===== src/rtl/hazard_fwd_ctrl_if.sv =====
// ID-stage hazard/forwarding bundle: the decoded operand fields going into the
// hazard unit and the redirect/stall controls coming back out of it.
interface hazard_fwd_ctrl_if;
  logic       id_valid;
  logic [4:0] id_rs;
  logic [4:0] id_rt;
  logic       id_rs_en;
  logic       id_rt_en;
  logic [4:0] id_dest;
  logic       id_regwrite;
  logic       id_memread;
  logic       id_div;

  logic [1:0] fwd_rs;
  logic [1:0] fwd_rt;
  logic       stall_id;
  logic       flush_ex;
  logic       stall_all;

  // Decode side: presents the instruction in ID and consumes the controls.
  modport master (
    output id_valid, id_rs, id_rt, id_rs_en, id_rt_en,
           id_dest, id_regwrite, id_memread, id_div,
    input  fwd_rs, fwd_rt, stall_id, flush_ex, stall_all
  );

  // Hazard unit side.
  modport slave (
    input  id_valid, id_rs, id_rt, id_rs_en, id_rt_en,
           id_dest, id_regwrite, id_memread, id_div,
    output fwd_rs, fwd_rt, stall_id, flush_ex, stall_all
  );
endinterface


===== src/rtl/hazard_fwd_ctrl.sv =====
// Hazard detection and forwarding control for a 5-stage pipeline.
// Tracks the destinations of the instructions in EX and MEM, selects the
// operand redirect source for the instruction in ID, inserts load-use bubbles
// and freezes the whole pipeline while a multi-cycle divide occupies EX.
module hazard_fwd_ctrl #(
  parameter int DIV_CYCLES = 8,
  parameter int CNT_W      = 6
) (
  input  logic               clk,
  input  logic               resetn,
  hazard_fwd_ctrl_if.slave   bus
);

  localparam logic [1:0] FWD_RF  = 2'b00;
  localparam logic [1:0] FWD_MEM = 2'b01;
  localparam logic [1:0] FWD_EXE = 2'b10;

  // A divide stays in EX for DIV_CYCLES cycles: the accepting edge plus
  // DIV_CYCLES-1 frozen cycles counted down to zero.
  localparam logic [CNT_W-1:0] DIV_LOAD = CNT_W'(DIV_CYCLES - 1);

  typedef enum logic {RUN, DIV_WAIT} state_t;

  state_t           state_q, state_d;
  logic [CNT_W-1:0] cnt_q, cnt_d;

  // Destination scoreboard mirroring the ID/EX and EX/MEM pipeline registers.
  logic       ex_valid, ex_regwrite, ex_memread, ex_div;
  logic [4:0] ex_dest;
  logic       mem_valid, mem_regwrite, mem_memread;
  logic [4:0] mem_dest;

  logic ex_wa, mem_wa;
  logic rs_load_hit, rt_load_hit;
  logic load_haz;
  logic stall_all_c;
  logic flush_c;

  // Register $0 is hard-wired, so a write to it never produces a hazard.
  assign ex_wa  = ex_valid  & ex_regwrite  & (ex_dest  != 5'd0);
  assign mem_wa = mem_valid & mem_regwrite & (mem_dest != 5'd0);

  // Loads cannot forward: the ALU result in EX/MEM is the address, not the data.
  assign rs_load_hit = (ex_wa  & ex_memread  & (ex_dest  == bus.id_rs)) |
                       (mem_wa & mem_memread & (mem_dest == bus.id_rs));
  assign rt_load_hit = (ex_wa  & ex_memread  & (ex_dest  == bus.id_rt)) |
                       (mem_wa & mem_memread & (mem_dest == bus.id_rt));

  assign load_haz = bus.id_valid & ((bus.id_rs_en & rs_load_hit) |
                                    (bus.id_rt_en & rt_load_hit));

  // Redirect select for one source operand; EX wins over MEM, and a matching
  // load in EX blocks the MEM path so a stale older value is never picked.
  function automatic logic [1:0] fwd_sel(
    input logic       rd,
    input logic [4:0] src,
    input logic       e_wa,
    input logic       e_ld,
    input logic [4:0] e_dest,
    input logic       m_wa,
    input logic       m_ld,
    input logic [4:0] m_dest
  );
    logic [1:0] sel;
    sel = FWD_RF;
    if (!rd) begin
      sel = FWD_RF;
    end else if (e_wa && (e_dest == src)) begin
      sel = e_ld ? FWD_RF : FWD_EXE;
    end else if (m_wa && !m_ld && (m_dest == src)) begin
      sel = FWD_MEM;
    end
    return sel;
  endfunction

  assign bus.fwd_rs = fwd_sel(bus.id_valid & bus.id_rs_en, bus.id_rs,
                              ex_wa, ex_memread, ex_dest,
                              mem_wa, mem_memread, mem_dest);
  assign bus.fwd_rt = fwd_sel(bus.id_valid & bus.id_rt_en, bus.id_rt,
                              ex_wa, ex_memread, ex_dest,
                              mem_wa, mem_memread, mem_dest);

  // Divide FSM next state, countdown and the freeze output.
  always_comb begin
    // NOTE: every variable gets a default first so no path leaves it unassigned
    // and no latch is inferred.
    state_d     = state_q;
    cnt_d       = cnt_q;
    stall_all_c = 1'b0;
    case (state_q)
      RUN: ;
      DIV_WAIT: begin
        if (cnt_q != '0) begin
          stall_all_c = ex_valid & ex_div;
          cnt_d       = cnt_q - 1'b1;
        end else begin
          state_d = RUN;
        end
      end
      default: state_d = RUN;
    endcase
    // A divide accepted into EX on this edge starts a new occupancy window.
    if (!stall_all_c && bus.id_valid && bus.id_div && !load_haz &&
        (DIV_CYCLES > 1)) begin
      state_d = DIV_WAIT;
      cnt_d   = DIV_LOAD;
    end
  end

  assign flush_c       = load_haz & ~stall_all_c;
  assign bus.stall_all = stall_all_c;
  assign bus.stall_id  = load_haz | stall_all_c;
  assign bus.flush_ex  = flush_c;

  // Divide FSM state and countdown registers.
  always_ff @(posedge clk or negedge resetn) begin
    // NOTE: sequential state uses non-blocking assignments so every register
    // samples pre-edge values regardless of statement order.
    if (!resetn) begin
      state_q <= RUN;
      cnt_q   <= '0;
    end else begin
      state_q <= state_d;
      cnt_q   <= cnt_d;
    end
  end

  // Scoreboard advance: hold on freeze, otherwise shift EX into MEM and load
  // either a bubble or the ID instruction into EX.
  always_ff @(posedge clk or negedge resetn) begin
    if (!resetn) begin
      ex_valid     <= 1'b0;
      ex_dest      <= 5'd0;
      ex_regwrite  <= 1'b0;
      ex_memread   <= 1'b0;
      ex_div       <= 1'b0;
      mem_valid    <= 1'b0;
      mem_dest     <= 5'd0;
      mem_regwrite <= 1'b0;
      mem_memread  <= 1'b0;
    end else if (!stall_all_c) begin
      mem_valid    <= ex_valid;
      mem_dest     <= ex_dest;
      mem_regwrite <= ex_regwrite;
      mem_memread  <= ex_memread;
      if (flush_c) begin
        ex_valid    <= 1'b0;
        ex_dest     <= 5'd0;
        ex_regwrite <= 1'b0;
        ex_memread  <= 1'b0;
        ex_div      <= 1'b0;
      end else begin
        ex_valid    <= bus.id_valid;
        ex_dest     <= bus.id_dest;
        ex_regwrite <= bus.id_regwrite;
        ex_memread  <= bus.id_memread;
        ex_div      <= bus.id_div;
      end
    end
  end

endmodule


===== src/flat_wrapper.sv =====
// flat-port wrapper written by rule: the top's interface ports become plain ports
module hazard_fwd_ctrl_flat 
#(
  parameter int DIV_CYCLES = 8,
  parameter int CNT_W      = 6
)
  (clk, resetn, bus_id_valid, bus_id_rs, bus_id_rt, bus_id_rs_en, bus_id_rt_en, bus_id_dest, bus_id_regwrite, bus_id_memread, bus_id_div, bus_fwd_rs, bus_fwd_rt, bus_stall_id, bus_flush_ex, bus_stall_all);
  hazard_fwd_ctrl_if bus_i ();
  input  logic clk;
  input  logic resetn;
  input wire logic [$bits(bus_i.id_valid)-1:0] bus_id_valid;
  input wire logic [$bits(bus_i.id_rs)-1:0] bus_id_rs;
  input wire logic [$bits(bus_i.id_rt)-1:0] bus_id_rt;
  input wire logic [$bits(bus_i.id_rs_en)-1:0] bus_id_rs_en;
  input wire logic [$bits(bus_i.id_rt_en)-1:0] bus_id_rt_en;
  input wire logic [$bits(bus_i.id_dest)-1:0] bus_id_dest;
  input wire logic [$bits(bus_i.id_regwrite)-1:0] bus_id_regwrite;
  input wire logic [$bits(bus_i.id_memread)-1:0] bus_id_memread;
  input wire logic [$bits(bus_i.id_div)-1:0] bus_id_div;
  output wire logic [$bits(bus_i.fwd_rs)-1:0] bus_fwd_rs;
  output wire logic [$bits(bus_i.fwd_rt)-1:0] bus_fwd_rt;
  output wire logic [$bits(bus_i.stall_id)-1:0] bus_stall_id;
  output wire logic [$bits(bus_i.flush_ex)-1:0] bus_flush_ex;
  output wire logic [$bits(bus_i.stall_all)-1:0] bus_stall_all;
  assign bus_i.id_valid = bus_id_valid;
  assign bus_i.id_rs = bus_id_rs;
  assign bus_i.id_rt = bus_id_rt;
  assign bus_i.id_rs_en = bus_id_rs_en;
  assign bus_i.id_rt_en = bus_id_rt_en;
  assign bus_i.id_dest = bus_id_dest;
  assign bus_i.id_regwrite = bus_id_regwrite;
  assign bus_i.id_memread = bus_id_memread;
  assign bus_i.id_div = bus_id_div;
  assign bus_fwd_rs = bus_i.fwd_rs;
  assign bus_fwd_rt = bus_i.fwd_rt;
  assign bus_stall_id = bus_i.stall_id;
  assign bus_flush_ex = bus_i.flush_ex;
  assign bus_stall_all = bus_i.stall_all;
  hazard_fwd_ctrl #(.DIV_CYCLES(DIV_CYCLES), .CNT_W(CNT_W)) u_core (.clk(clk), .resetn(resetn), .bus(bus_i));
endmodule

===== config.mk =====
export PLATFORM = sky130hd
export DESIGN_NAME = hazard_fwd_ctrl_flat
export DESIGN_NICKNAME = d
export VERILOG_FILES = /design/src/rtl/hazard_fwd_ctrl_if.sv /design/src/rtl/hazard_fwd_ctrl.sv /design/src/flat_wrapper.sv
export SDC_FILE = /design/constraint.sdc
export NUM_CORES = 1
export LEC_CHECK = 0
export ABC_AREA = 1
export BUFFER_PORTS_ARGS = -buffer_cell sky130_fd_sc_hd__buf_4
export CAP_MARGIN = 20
export CORE_UTILIZATION = 55
export DETAILED_ROUTE_END_ITERATION = 10
export PLACE_DENSITY = 0.9
export SYNTH_ARGS = -nofsm -noshare
export SYNTH_HDL_FRONTEND = slang
export SYNTH_SLANG_ARGS = --single-unit
export TNS_END_PERCENT = 100

===== constraint.sdc =====
create_clock -name clk -period 2.8 [get_ports clk]
set_input_delay 0.42 -clock clk [delete_from_list [all_inputs] [get_ports clk]]
set_output_delay 0.42 -clock clk [all_outputs]
set_load 0.02 [all_outputs]

==> key figures, run 1 <==
Status
  – Outcome: finished clean

Pwr
  – Cell-internal power: 458 uW
  – PwrDens: 334 nW/um^2
  – Clock share of power: 0.311
  – Max VDD drop: 0.310 mV
  – Sequential share of power: 0.586
  – Power consumption: 591 uW
  – Leak pwr: 0.940 nW
  – Sw Pwr: 133 uW
  – Combinational fraction of design power: 0.103
  – Sw Ratio: 0.225

Logic synthesis
  – Share of the synthesized area in the top cell type: 0.406
  – Syn Std Cell Area: 1480 um^2
  – Top cells by count, synth: 77 x nand2_1, 24 x dfrtp_1, 24 x inv_1, 17 x nand3_1, 16 x nor2_1
  – Cells after synthesis: 207
  – Distinct cells, synth: 23
  – Post-synth top flop: dfrtp_1
  – Share of the yosys chip area belonging to registers: 0.406
  – Count leader, synth: nand2_1
  – Number of synthesized flops with an enable pin: 0
  – Synth Register Bits: 24
  – Synth area leaders: dfrtp_1 41%, nand2_1 20%, xnor2_1 8.3%, inv_1 6.1%, nand3_1 5.8%
  – Area leader, netlist: dfrtp_1
  – Syn nets: 231
  – Async SR Flop Fraction: 1.00
  – Synth warn: 0
  – Mean area per synthesized cell: 7.14 um^2

Route
  – Vias per cell: 4.94
  – Antenna-violating nets left: 0
  – Via count: 1328
  – Wire per inst: 11.1 um
  – DRC violations left: 0
  – First-pass iteration count of the detailed router: 4
  – Drt total wl: 2980 um
  – Starting DRT DRC Count: 29

Global route
  – Initial antenna violation count: 0
  – Grt total ovfl: 0
  – Tot GR Track Use: 0.238
  – GRT met1 Usage: 0.359
  – Met3 GRT Util: 0.0254
  – First-pass GRT wire length: 4890 um
  – Gr busiest metal: met1
  – Largest net degree at the start of global routing: 27
  – Met2 Track Usage GR: 0.348
  – Vias in the first global route: 1132

Clocking
  – Postcts setup bufs: 0
  – CTS max path bufs: 2
  – Clock Latency Late Sink: 0.32 ns
  – H-tree levels: 1
  – CTS tree: built
  – Clk slew on worst S/H paths: 0.13 ns
  – Num CTS Buffers: 3
  – CTS root buf: clkbuf_4
  – Number of clock sinks: 24

Worst setup path
  – CP delay by family, top: simple AND/OR/NAND/NOR gates
  – Setup CP Type: reg2out
  – Critical Path Start Type: flop
  – RR Startpoint: u_core.cnt_q[0]
  – Worst Path Max Fanout: 26
  – Crit end category: output pin
  – Cells on worst reg2reg path: 11
  – Critical path's slowest cell: dfrtp_1
  – WP buf/inv: 5
  – Worst reg-to-reg setup slack: 0.94 ns
  – Max stage delay on crit path: 0.35 ns
  – R2R Path End: u_core.cnt_q[5]
  – CP cell instances: inv_1, ha_1, nand3_1, nand2_2, inv_2, nand3_4, nand2_1, inv_2, nand2_4, inv_1, buf_4
  – Worst endpoint required time: 2.38 ns
  – Worst EP arrival: 2.04 ns

Worst hold path
  – Min-Delay Endpoint: u_core.ex_div
  – Hold Crit Depth: 3
  – Hold Path Origin: bus_id_div
  – Min-delay worst type: in2reg

STA
  – Final worst-path cycle share: 0.879
  – Max Fclk: 406 MHz
  – RSZ-0062 raised after global routing: no
  – Clock skew: 0.00915 ns
  – Endpoints failing hold: 0
  – Setup TNS: 0 ns
  – # setup viols final: 0
  – Worst hold slack: 0.309 ns
  – Max-slew violation count: 0
  – Tmin final: 2.46 ns
  – Slew headroom: 0.780
  – Worst slew pin tran: 0.327 ns

Layout
  – Area Growth Syn to Fin: 19.7%
  – Largest register FFs: 6
  – Number of fill cells: 217
  – Nets: 264
  – # diodes: 0
  – Footprint of the multi-input gates: 759 um^2
  – Largest reg by FF count: u_core.cnt_q
  – Reg area: 601 um^2
  – Share of layout cells above drive strength 1: 0.197
  – Top Registers: u_core.cnt_q (6), u_core.ex_dest (5), u_core.mem_dest (5)
  – Post-layout util: 0.708

Floorplan
  – Die area: 2900 um^2
  – Die Y-Extent: 53.9 um
  – Row cnt: 18
  – IO Pins: 30
  – Initial core utilization: 0.592
  – Core area: 2500 um^2
  – DIE WIDTH: 53.9 um

Place
  – Final RePlAce weighted congestion: 0.826
  – Port bufs: 29
  – DPL Wire Length: 2300 um

Run
  – Maxcap violations: 0
-- cell usage in the layout (no fill, tap or decap), drive strengths merged --
master / count
xnor2: 14
dlygate4sd3: 1
mux2i: 1
nand4: 1
nor2: 19
buf: 29
nor3: 1
a21oi: 1
xor2: 3
clkinv: 1
inv: 28
clkbuf: 4
nand3: 19
o21bai: 1
dfrtp: 24
o21ai: 7
ha: 1
nand2: 82
nor4: 2
-- cell families (layout without fill, tap and decap cells) --
family,after synthesis,count (layout),synth area share
buffers and inverters,31,63,0.0804
muxes,1,1,0.00677
AOI/OAI and AO/OA,9,9,0.0321
xor gates and xnor gates,17,17,0.101
and+or+nand+nor,124,124,0.365
adders and majority gates,1,1,0.00846
DFF,24,24,0.406
-- layout make-up --
cell class	count	area share
Timing Repair Buffer	30	0.129
Sequential cell	24	0.339
Multi-Input combinational cell	152	0.429
Clock buffer	4	0.0205
Tap cell	30	0.0212
Inverter	29	0.0615
-- metal layers --
layer | vias to the layer above | part of all wire
met5 | - | 0
met4 | 0 | 0.017
met3 | 5 | 0.046
met2 | 35 | 0.42
met1 | 596 | 0.52
li1 | 692 | -
-- worst max path at each step --
stage	cells past startpoint	start	slack (ns)	end
3_3_place_gp	8	u_core.cnt_q[0]	0.79	bus_stall_all
6_report	11	u_core.cnt_q[0]	0.34	bus_flush_ex
4_1_cts	11	u_core.cnt_q[0]	0.34	bus_flush_ex
3_5_place_dp	11	u_core.cnt_q[0]	0.71	bus_flush_ex
2_1_floorplan	3	u_core.ex_dest[4]	1.04	bus_fwd_rt[1]
5_1_grt	11	u_core.cnt_q[1]	0.17	bus_flush_ex
-- power by group through the flow --
stage	registers (mW)	logic [mW]	clock network, mW
finish	0.347	0.0608	0.184
global route	0.347	0.0680	0.201
CTS	0.347	0.0612	0.185
detailed placement	0.353	0.0600	0
global placement	0.353	0.0593	0
floorplan	0.353	0.0204	0
-- what timing repair did --
item | in CTS | in global routing
resized for setup | 0 | 0
hold buffers | 1 | 0
hold endpoints to repair | 24 | 0
-- worst reg2reg max path, delay by kind of cell (launching register included) --
kind / cells / cell delay [ns]
simple gates: 7 / 0.89
flops: 1 / 0.39
buf+inv: 3 / 0.29
fa+ha+maj: 1 / 0.20
-- metrics by stage --
stage          instances  setup slack, ns  area [um^2]
6_report             269            0.340         1770
4_1_cts              269            0.343         1770
3_3_place_gp         264            0.786         1720
5_1_grt              269            0.170         1770
3_5_place_dp         264            0.709         1720
2_1_floorplan        207             1.04         1480
No activity file was read; power rests on OpenSTA's default activity.
==> run 2, diff against run 1 <==
==> constraint.sdc (replaced) <==
create_clock -name clk -period 2.8 [get_ports clk]
set_input_delay 0.56 -clock clk [delete_from_list [all_inputs] [get_ports clk]]
set_output_delay 0.56 -clock clk [all_outputs]
set_load 0.02 [all_outputs]
==> key figures, run 2 (synthesized netlist as in run 1, its figures left out) <==
Pwr
  – Max VDD drop: 0.362 mV (was 0.310 mV)
  – PwrDens: 330 nW/um^2 (was 334 nW/um^2)
  – Leak pwr: 0.945 nW (was 0.940 nW)

Layout
  – Nets: 265 (was 264)
  – Most frequent cells in the layout: 77 x nand2_1, 31 x buf_4, 24 x inv_1, 24 x dfrtp_1, 17 x nand3_1 (was 77 x nand2_1, 29 x buf_4, 24 x inv_1, 24 x dfrtp_1, 17 x nand3_1)
  – Finished Layout Cells: 270 (was 269)
  – Reg area: 601 um^2 (unchanged)
  – # diodes: 0 (unchanged)
  – Commonest non-fill, non-tap cell in the layout: nand2_1 (unchanged)
  – Footprint of the multi-input gates: 759 um^2 (unchanged)
  – Share of layout cells above drive strength 1: 0.204 (was 0.197)
  – Number of fill cells: 199 (was 217)
  – Largest reg by FF count: u_core.cnt_q (unchanged)
  – Final Cell Area: 1780 um^2 (was 1770 um^2)
  – Top Registers: u_core.cnt_q (6), u_core.ex_dest (5), u_core.mem_dest (5) (unchanged)
  – Largest register FFs: 6 (unchanged)
  – Area Growth Syn to Fin: 20.1% (was 19.7%)

Floorplan
  – Initial core utilization: 0.592 (unchanged)
  – DIE WIDTH: 53.9 um (unchanged)
  – IO Pins: 30 (unchanged)
  – Die area: 2900 um^2 (unchanged)
  – Core area: 2500 um^2 (unchanged)
  – Die Y-Extent: 53.9 um (unchanged)
  – Row cnt: 18 (unchanged)

STA
  – Setup TNS: 0 ns (unchanged)
  – Worst slew pin tran: 0.327 ns (about the same)
  – Clock skew: 0.00611 ns (was 0.00915 ns)
  – Final worst-path cycle share: 0.911 (was 0.879)
  – Max Fclk: 392 MHz (was 406 MHz)
  – RSZ-0062 raised after global routing: no (unchanged)
  – Max-slew violation count: 0 (unchanged)
  – Slew headroom: 0.780 (about the same)
  – Tmin final: 2.55 ns (was 2.46 ns)
  – # setup viols final: 0 (unchanged)
  – Endpoints failing hold: 0 (unchanged)

Worst setup path
  – R2R Path End: u_core.ex_dest[3] (was u_core.cnt_q[5])
  – Worst endpoint required time: 2.24 ns (was 2.38 ns)
  – Critical Path Sink: bus_flush_ex (unchanged)
  – Cells on worst reg2reg path: 11 (unchanged)
  – Critical Path Start Type: flop (unchanged)
  – Crit end category: output pin (unchanged)
  – Crit path from: u_core.cnt_q[0] (unchanged)
  – Worst EP arrival: 1.99 ns (was 2.04 ns)
  – RR Startpoint: u_core.cnt_q[0] (unchanged)
  – Worst reg-to-reg setup slack: 0.94 ns (about the same)
  – Worst Path Max Fanout: 17 (was 26)
  – Setup CP Type: reg2out (unchanged)

Global route
  – Vias in the first global route: 1116 (was 1132)
  – Largest net degree at the start of global routing: 25 (was 27)
  – Grt total ovfl: 0 (unchanged)
  – Initial antenna violation count: 0 (unchanged)
  – Tot GR Track Use: 0.236 (was 0.238)
  – First-pass GRT wire length: 4880 um (was 4890 um)

Clocking
  – Post-CTS sizing: 0 (unchanged)
  – H-tree levels: 1 (unchanged)
  – CTS max path bufs: 2 (unchanged)
  – Clock Latency Late Sink: 0.31 ns (was 0.32 ns)
  – CTS root buf: clkbuf_4 (unchanged)
  – Hold buffers post-CTS: 0 (was 1)
  – Clk slew on worst S/H paths: 0.13 ns (about the same)
  – Postcts setup bufs: 0 (unchanged)
  – CTS tree: built (unchanged)
  – Num CTS Buffers: 3 (unchanged)
  – Number of clock sinks: 24 (unchanged)

Worst hold path
  – Min-delay worst type: in2async (was in2reg)

Route
  – First-pass iteration count of the detailed router: 4 (unchanged)
  – Drt total wl: 3050 um (was 2980 um)
  – DRC violations left: 0 (unchanged)
  – Wire per inst: 11.3 um (was 11.1 um)
  – Starting DRT DRC Count: 33 (was 29)
  – Vias per cell: 5.00 (was 4.94)
  – Via count: 1351 (was 1328)
  – Antenna-violating nets left: 0 (unchanged)

Place
  – Area after DPL: 1740 um^2 (was 1720 um^2)
  – Placed cells: 266 (was 264)
  – DPL Wire Length: 2380 um (was 2300 um)
  – Final RePlAce weighted congestion: 0.808 (was 0.826)
  – Port bufs: 29 (unchanged)

Run
  – Maxcap violations: 0 (unchanged)

Status
  – Outcome: finished clean (unchanged)
run 2: cell types whose count changed in the layout (fill, tap and decap cells not counted), sizes merged:
cell         before  now
dlygate4sd3       1    0
buf              29   31
run 2: metal layers:
layer,track usage,wire length [um],share of wire
met2,0.354,1380,0.45
met3,0.0226,150,0.049
met5,0,0,0
met1,0.352,1500,0.49
met4,0.0833,16,0.0052
run 2: worst max-delay path, stage by stage (launching register included):
cell and delay (ns):
dfrtp_1 0.36, inv_1 0.07, ha_1 0.23, nand3_1 0.10
nand2_2 0.10, inv_2 0.13, nand3_4 0.18, nand2_1 0.13
inv_2 0.07, nand2_4 0.11, inv_1 0.05, buf_4 0.15
run 2: area by class of cell:
type	instances	share of cell area
Tap cell	30	0.0211
Timing Repair Buffer	31	0.131
Multi-Input combinational cell	152	0.428
Inverter	29	0.0613
Clock buffer	4	0.0204
Sequential cell	24	0.338
run 2: worst min-delay path by stage:
| stage | startpoint | to | slack (ns) | depth (start not counted) |
|---|---|---|---|---|
| global route | resetn | u_core.mem_dest[4] | 0.12 | 1 |
| detailed placement | resetn | u_core.mem_dest[4] | 0.47 | 1 |
| CTS | resetn | u_core.mem_dest[4] | 0.12 | 1 |
| floorplan | resetn | u_core.cnt_q[0] | 0.26 | 0 |
| finish | resetn | u_core.mem_valid | 0.12 | 1 |
| global placement | u_core.mem_regwrite | u_core.mem_regwrite | 0.46 | 2 |
run 2: power breakdown:
group / leakage (nW) / total, mW / internal (mW) / switching, mW
clock: 0.0210 / 0.180 / 0.0794 / 0.101
combinational: 0.656 / 0.0599 / 0.0310 / 0.0289
sequential: 0.269 / 0.347 / 0.347 / 0
total: 0.945 / 0.587 / 0.457 / 0.130
run 2: metrics by stage:
step           hold WS (ns)  setup WS [ns]  power, mW  utilization
2_1_floorplan         0.264          0.781      0.374            -
3_3_place_gp          0.455          0.544      0.412        0.696
3_5_place_dp          0.469          0.524      0.414        0.696
4_1_cts               0.119          0.241      0.590        0.710
5_1_grt               0.116         0.0867      0.615        0.710
6_report              0.121          0.250      0.587        0.710
==> run 3, diff against run 2 <==
Settings changed: ABC_AREA 1 to not set, PLACE_DENSITY 0.9 to 0.91.
Clock period 2.8 ns to 3.2 ns, I/O delays scaled along.
==> key figures, run 3 <==
Status
  – Outcome: finished clean (unchanged)

Place
  – Area after DPL: 1620 um^2 (was 1740 um^2)
  – Final RePlAce weighted congestion: 0.922 (was 0.808)
  – Port bufs: 29 (unchanged)
  – DPL Wire Length: 2510 um (was 2380 um)

Floorplan
  – DIE WIDTH: 51.9 um (was 53.9 um)
  – Die Y-Extent: 51.9 um (was 53.9 um)
  – Initial core utilization: 0.602 (was 0.592)
  – Core area: 2280 um^2 (was 2500 um^2)
  – Row cnt: 17 (was 18)
  – IO Pins: 30 (unchanged)
  – Die area: 2690 um^2 (was 2900 um^2)

Layout
  – Final Cell Area: 1660 um^2 (was 1780 um^2)
  – Commonest non-fill, non-tap cell in the layout: nand2_1 (unchanged)
  – Area Growth Syn to Fin: 21.2% (was 20.1%)
  – Top Registers: u_core.cnt_q (6), u_core.ex_dest (5), u_core.mem_dest (5) (unchanged)
  – Share of layout cells above drive strength 1: 0.227 (was 0.204)
  – # diodes: 0 (unchanged)
  – Most frequent cells in the layout: 36 x nand2_1, 32 x buf_4, 24 x dfrtp_1 (was 77 x nand2_1, 31 x buf_4, 24 x inv_1, 24 x dfrtp_1, 17 x nand3_1)
  – Number of fill cells: 162 (was 199)
  – Largest reg by FF count: u_core.cnt_q (unchanged)
  – Reg area: 601 um^2 (unchanged)
  – Nets: 207 (was 265)
  – Largest register FFs: 6 (unchanged)
  – Footprint of the multi-input gates: 739 um^2 (was 759 um^2)

Route
  – DRC violations left: 0 (unchanged)
  – Via count: 1249 (was 1351)
  – First-pass iteration count of the detailed router: 6 (was 4)
  – Antenna-violating nets left: 0 (unchanged)
  – Drt total wl: 3240 um (was 3050 um)
  – Vias per cell: 5.98 (was 5.00)
  – Wire per inst: 15.5 um (was 11.3 um)
  – Starting DRT DRC Count: 44 (was 33)

Global route
  – Initial antenna violation count: 0 (unchanged)
  – Largest net degree at the start of global routing: 25 (unchanged)
  – Vias in the first global route: 1245 (was 1116)
  – First-pass GRT wire length: 5440 um (was 4880 um)
  – Tot GR Track Use: 0.279 (was 0.236)
  – Grt total ovfl: 0 (unchanged)

Pwr
  – PwrDens: 907 nW/um^2 (was 330 nW/um^2)
  – Combinational fraction of design power: 0.492 (was 0.102)
  – Leak pwr: 0.806 nW (was 0.945 nW)
  – Sw Ratio: 0.443 (was 0.221)
  – Max VDD drop: 0.705 mV (was 0.362 mV)
  – Sw Pwr: 666 uW (was 130 uW)
  – Sequential share of power: 0.423 (was 0.591)
  – Cell-internal power: 839 uW (was 457 uW)
  – Clock share of power: 0.085 (was 0.307)

Clocking
  – Hold buffers post-CTS: 0 (unchanged)
  – CTS max path bufs: 2 (unchanged)
  – Number of clock sinks: 24 (unchanged)
  – CTS root buf: clkbuf_4 (unchanged)
  – Clk slew on worst S/H paths: 0.12 ns (was 0.13 ns)
  – Num CTS Buffers: 3 (unchanged)
  – Clock Latency Late Sink: 0.31 ns (about the same)
  – H-tree levels: 1 (unchanged)
  – Postcts setup bufs: 0 (unchanged)
  – CTS tree: built (unchanged)
  – Post-CTS sizing: 0 (unchanged)

Worst hold path
  – Min-delay worst type: in2async (unchanged)

Logic synthesis
  – Syn nets: 172 (was 231)
  – Share of the synthesized area in the top cell type: 0.438 (was 0.406)
  – Syn Std Cell Area: 1370 um^2 (was 1480 um^2)
  – Distinct cells, synth: 34 (was 23)
  – Share of the yosys chip area belonging to registers: 0.438 (was 0.406)
  – Number of synthesized flops with an enable pin: 0 (unchanged)
  – Synth Register Bits: 24 (unchanged)
  – Mean area per synthesized cell: 9.26 um^2 (was 7.14 um^2)
  – Synth area leaders: dfrtp_1 44%, xor2_1 11%, nand2_1 9.9%, a22o_1 4.5%, xnor2_1 3.8% (was dfrtp_1 41%, nand2_1 20%, xnor2_1 8.3%, inv_1 6.1%, nand3_1 5.8%)
  – Synth warn: 0 (unchanged)
  – Top cells by count, synth: 36 x nand2_1, 24 x dfrtp_1, 17 x xor2_1, 8 x nor3_1, 7 x a22o_1 (was 77 x nand2_1, 24 x dfrtp_1, 24 x inv_1, 17 x nand3_1, 16 x nor2_1)
  – Area leader, netlist: dfrtp_1 (unchanged)
  – Cells after synthesis: 148 (was 207)
  – Async SR Flop Fraction: 1.00 (unchanged)
  – Count leader, synth: nand2_1 (unchanged)
  – Post-synth top flop: dfrtp_1 (unchanged)

Worst setup path
  – Max stage delay on crit path: 0.57 ns (was 0.36 ns)
  – Crit end category: output pin (unchanged)
  – Critical Path Start Type: flop (unchanged)
  – Crit path from: u_core.ex_dest[1] (was u_core.cnt_q[0])
  – Setup CP Type: reg2out (unchanged)
  – CP delay by family, top: simple AND/OR/NAND/NOR gates (unchanged)
  – Critical path's slowest cell: or4_1 (was dfrtp_1)
  – Worst Path Max Fanout: 5 (was 17)
  – Worst endpoint required time: 2.56 ns (was 2.24 ns)
  – WP buf/inv: 2 (was 5)
  – CP cell instances: or4_1, a21bo_1, nand2_2, nor3_2, nor4_4, inv_1, buf_4 (was inv_1, ha_1, nand3_1, nand2_2, inv_2, nand3_4, nand2_1, inv_2, nand2_4, inv_1, buf_4)
  – RR Startpoint: u_core.cnt_q[1] (was u_core.cnt_q[0])
  – Worst EP arrival: 2.25 ns (was 1.99 ns)

STA
  – Max Fclk: 346 MHz
  – Slew headroom: 0.461 (was 0.780)
  – Tmin final: 2.89 ns
  – Setup TNS: 0 ns (unchanged)
  – Clock skew: 0.00838 ns (was 0.00611 ns)
  – Max-slew violation count: 0 (unchanged)
  – Endpoints failing hold: 0 (unchanged)
  – Final worst-path cycle share: 0.904
  – Worst slew pin tran: 0.798 ns (was 0.327 ns)
  – RSZ-0062 raised after global routing: no (unchanged)
  – # setup viols final: 0 (unchanged)

Run
  – Maxcap violations: 0 (unchanged)
[run 3: changes by cell type after synthesis, moves of 4 or more]
| cell | before | now |
|---|---|---|
| a22o_1 | 0 | 7 |
| nand2_1 | 77 | 36 |
| xor2_1 | 3 | 17 |
| and2_1 | 0 | 4 |
| nor3_1 | 1 | 8 |
| o21ai_0 | 7 | 0 |
| nor2_1 | 16 | 6 |
| nand3_1 | 17 | 2 |
| inv_1 | 24 | 5 |
| xnor2_1 | 14 | 6 |
[run 3: cell families (layout without fill, tap and decap cells)]
| group | Yosys count | after routing | share of synthesized area |
|---|---|---|---|
| simple gates | 74 | 74 | 0.271 |
| flops | 24 | 24 | 0.438 |
| xor+xnor | 23 | 23 | 0.147 |
| compound gates | 18 | 18 | 0.112 |
| buf+inv | 8 | 41 | 0.0219 |
| fa+ha+maj | 1 | 1 | 0.00913 |
[run 3: per-stage QoR]
step	worst slack (ns)	power [mW]	hold slack (ns)	utilization	std cells
6_report	0.308	1.51	0.198	0.730	209
2_1_floorplan	0.598	1.13	0.344	-	148
3_5_place_dp	0.398	1.35	0.484	0.713	204
3_3_place_gp	0.439	1.31	0.453	0.713	204
4_1_cts	0.0367	1.48	0.210	0.723	207
5_1_grt	0.130	1.63	0.223	0.730	209
[run 3: layout make-up]
class	count	share of cell area
multi-input cells	116	0.445
flip-flops and latches	24	0.362
repair buffers	32	0.145
well taps	28	0.0211
clock buffers	3	0.0136
inverters	6	0.0136
[run 3: worst paths after layout]
| path | cells after the start | endpoint | slack (ns) |
|---|---|---|---|
| max | 7 | bus_stall_id | 0.31 |
| min | 1 | u_core.state_q | 0.20 |
| max reg2reg | 8 | u_core.cnt_q[5] | 1.06 |
| min reg2reg | 1 | u_core.mem_valid | 0.51 |
| max in group asynchronous | 1 | u_core.cnt_q[1] | 2.77 |
| min in group clk | 1 | u_core.mem_valid | 0.51 |
[run 3: per-layer routing]
layer,GRT usage,wire (um),vias up,share of wire
met2,0.487,1660,56,0.51
met5,0,0,-,0
li1,-,-,585,-
met4,0.117,57,0,0.018
met1,0.340,1360,599,0.42
met3,0.0409,165,9,0.051
[run 3: power by group through the flow]
stage                     sequential (mW)  clock (mW)  combinational (mW)
final                               0.637       0.128               0.741
after global routing                0.652       0.140               0.836
after CTS                           0.630       0.130               0.723
after detailed placement            0.637           0               0.716
after global placement              0.621           0               0.684
after floorplan                     0.581           0               0.547
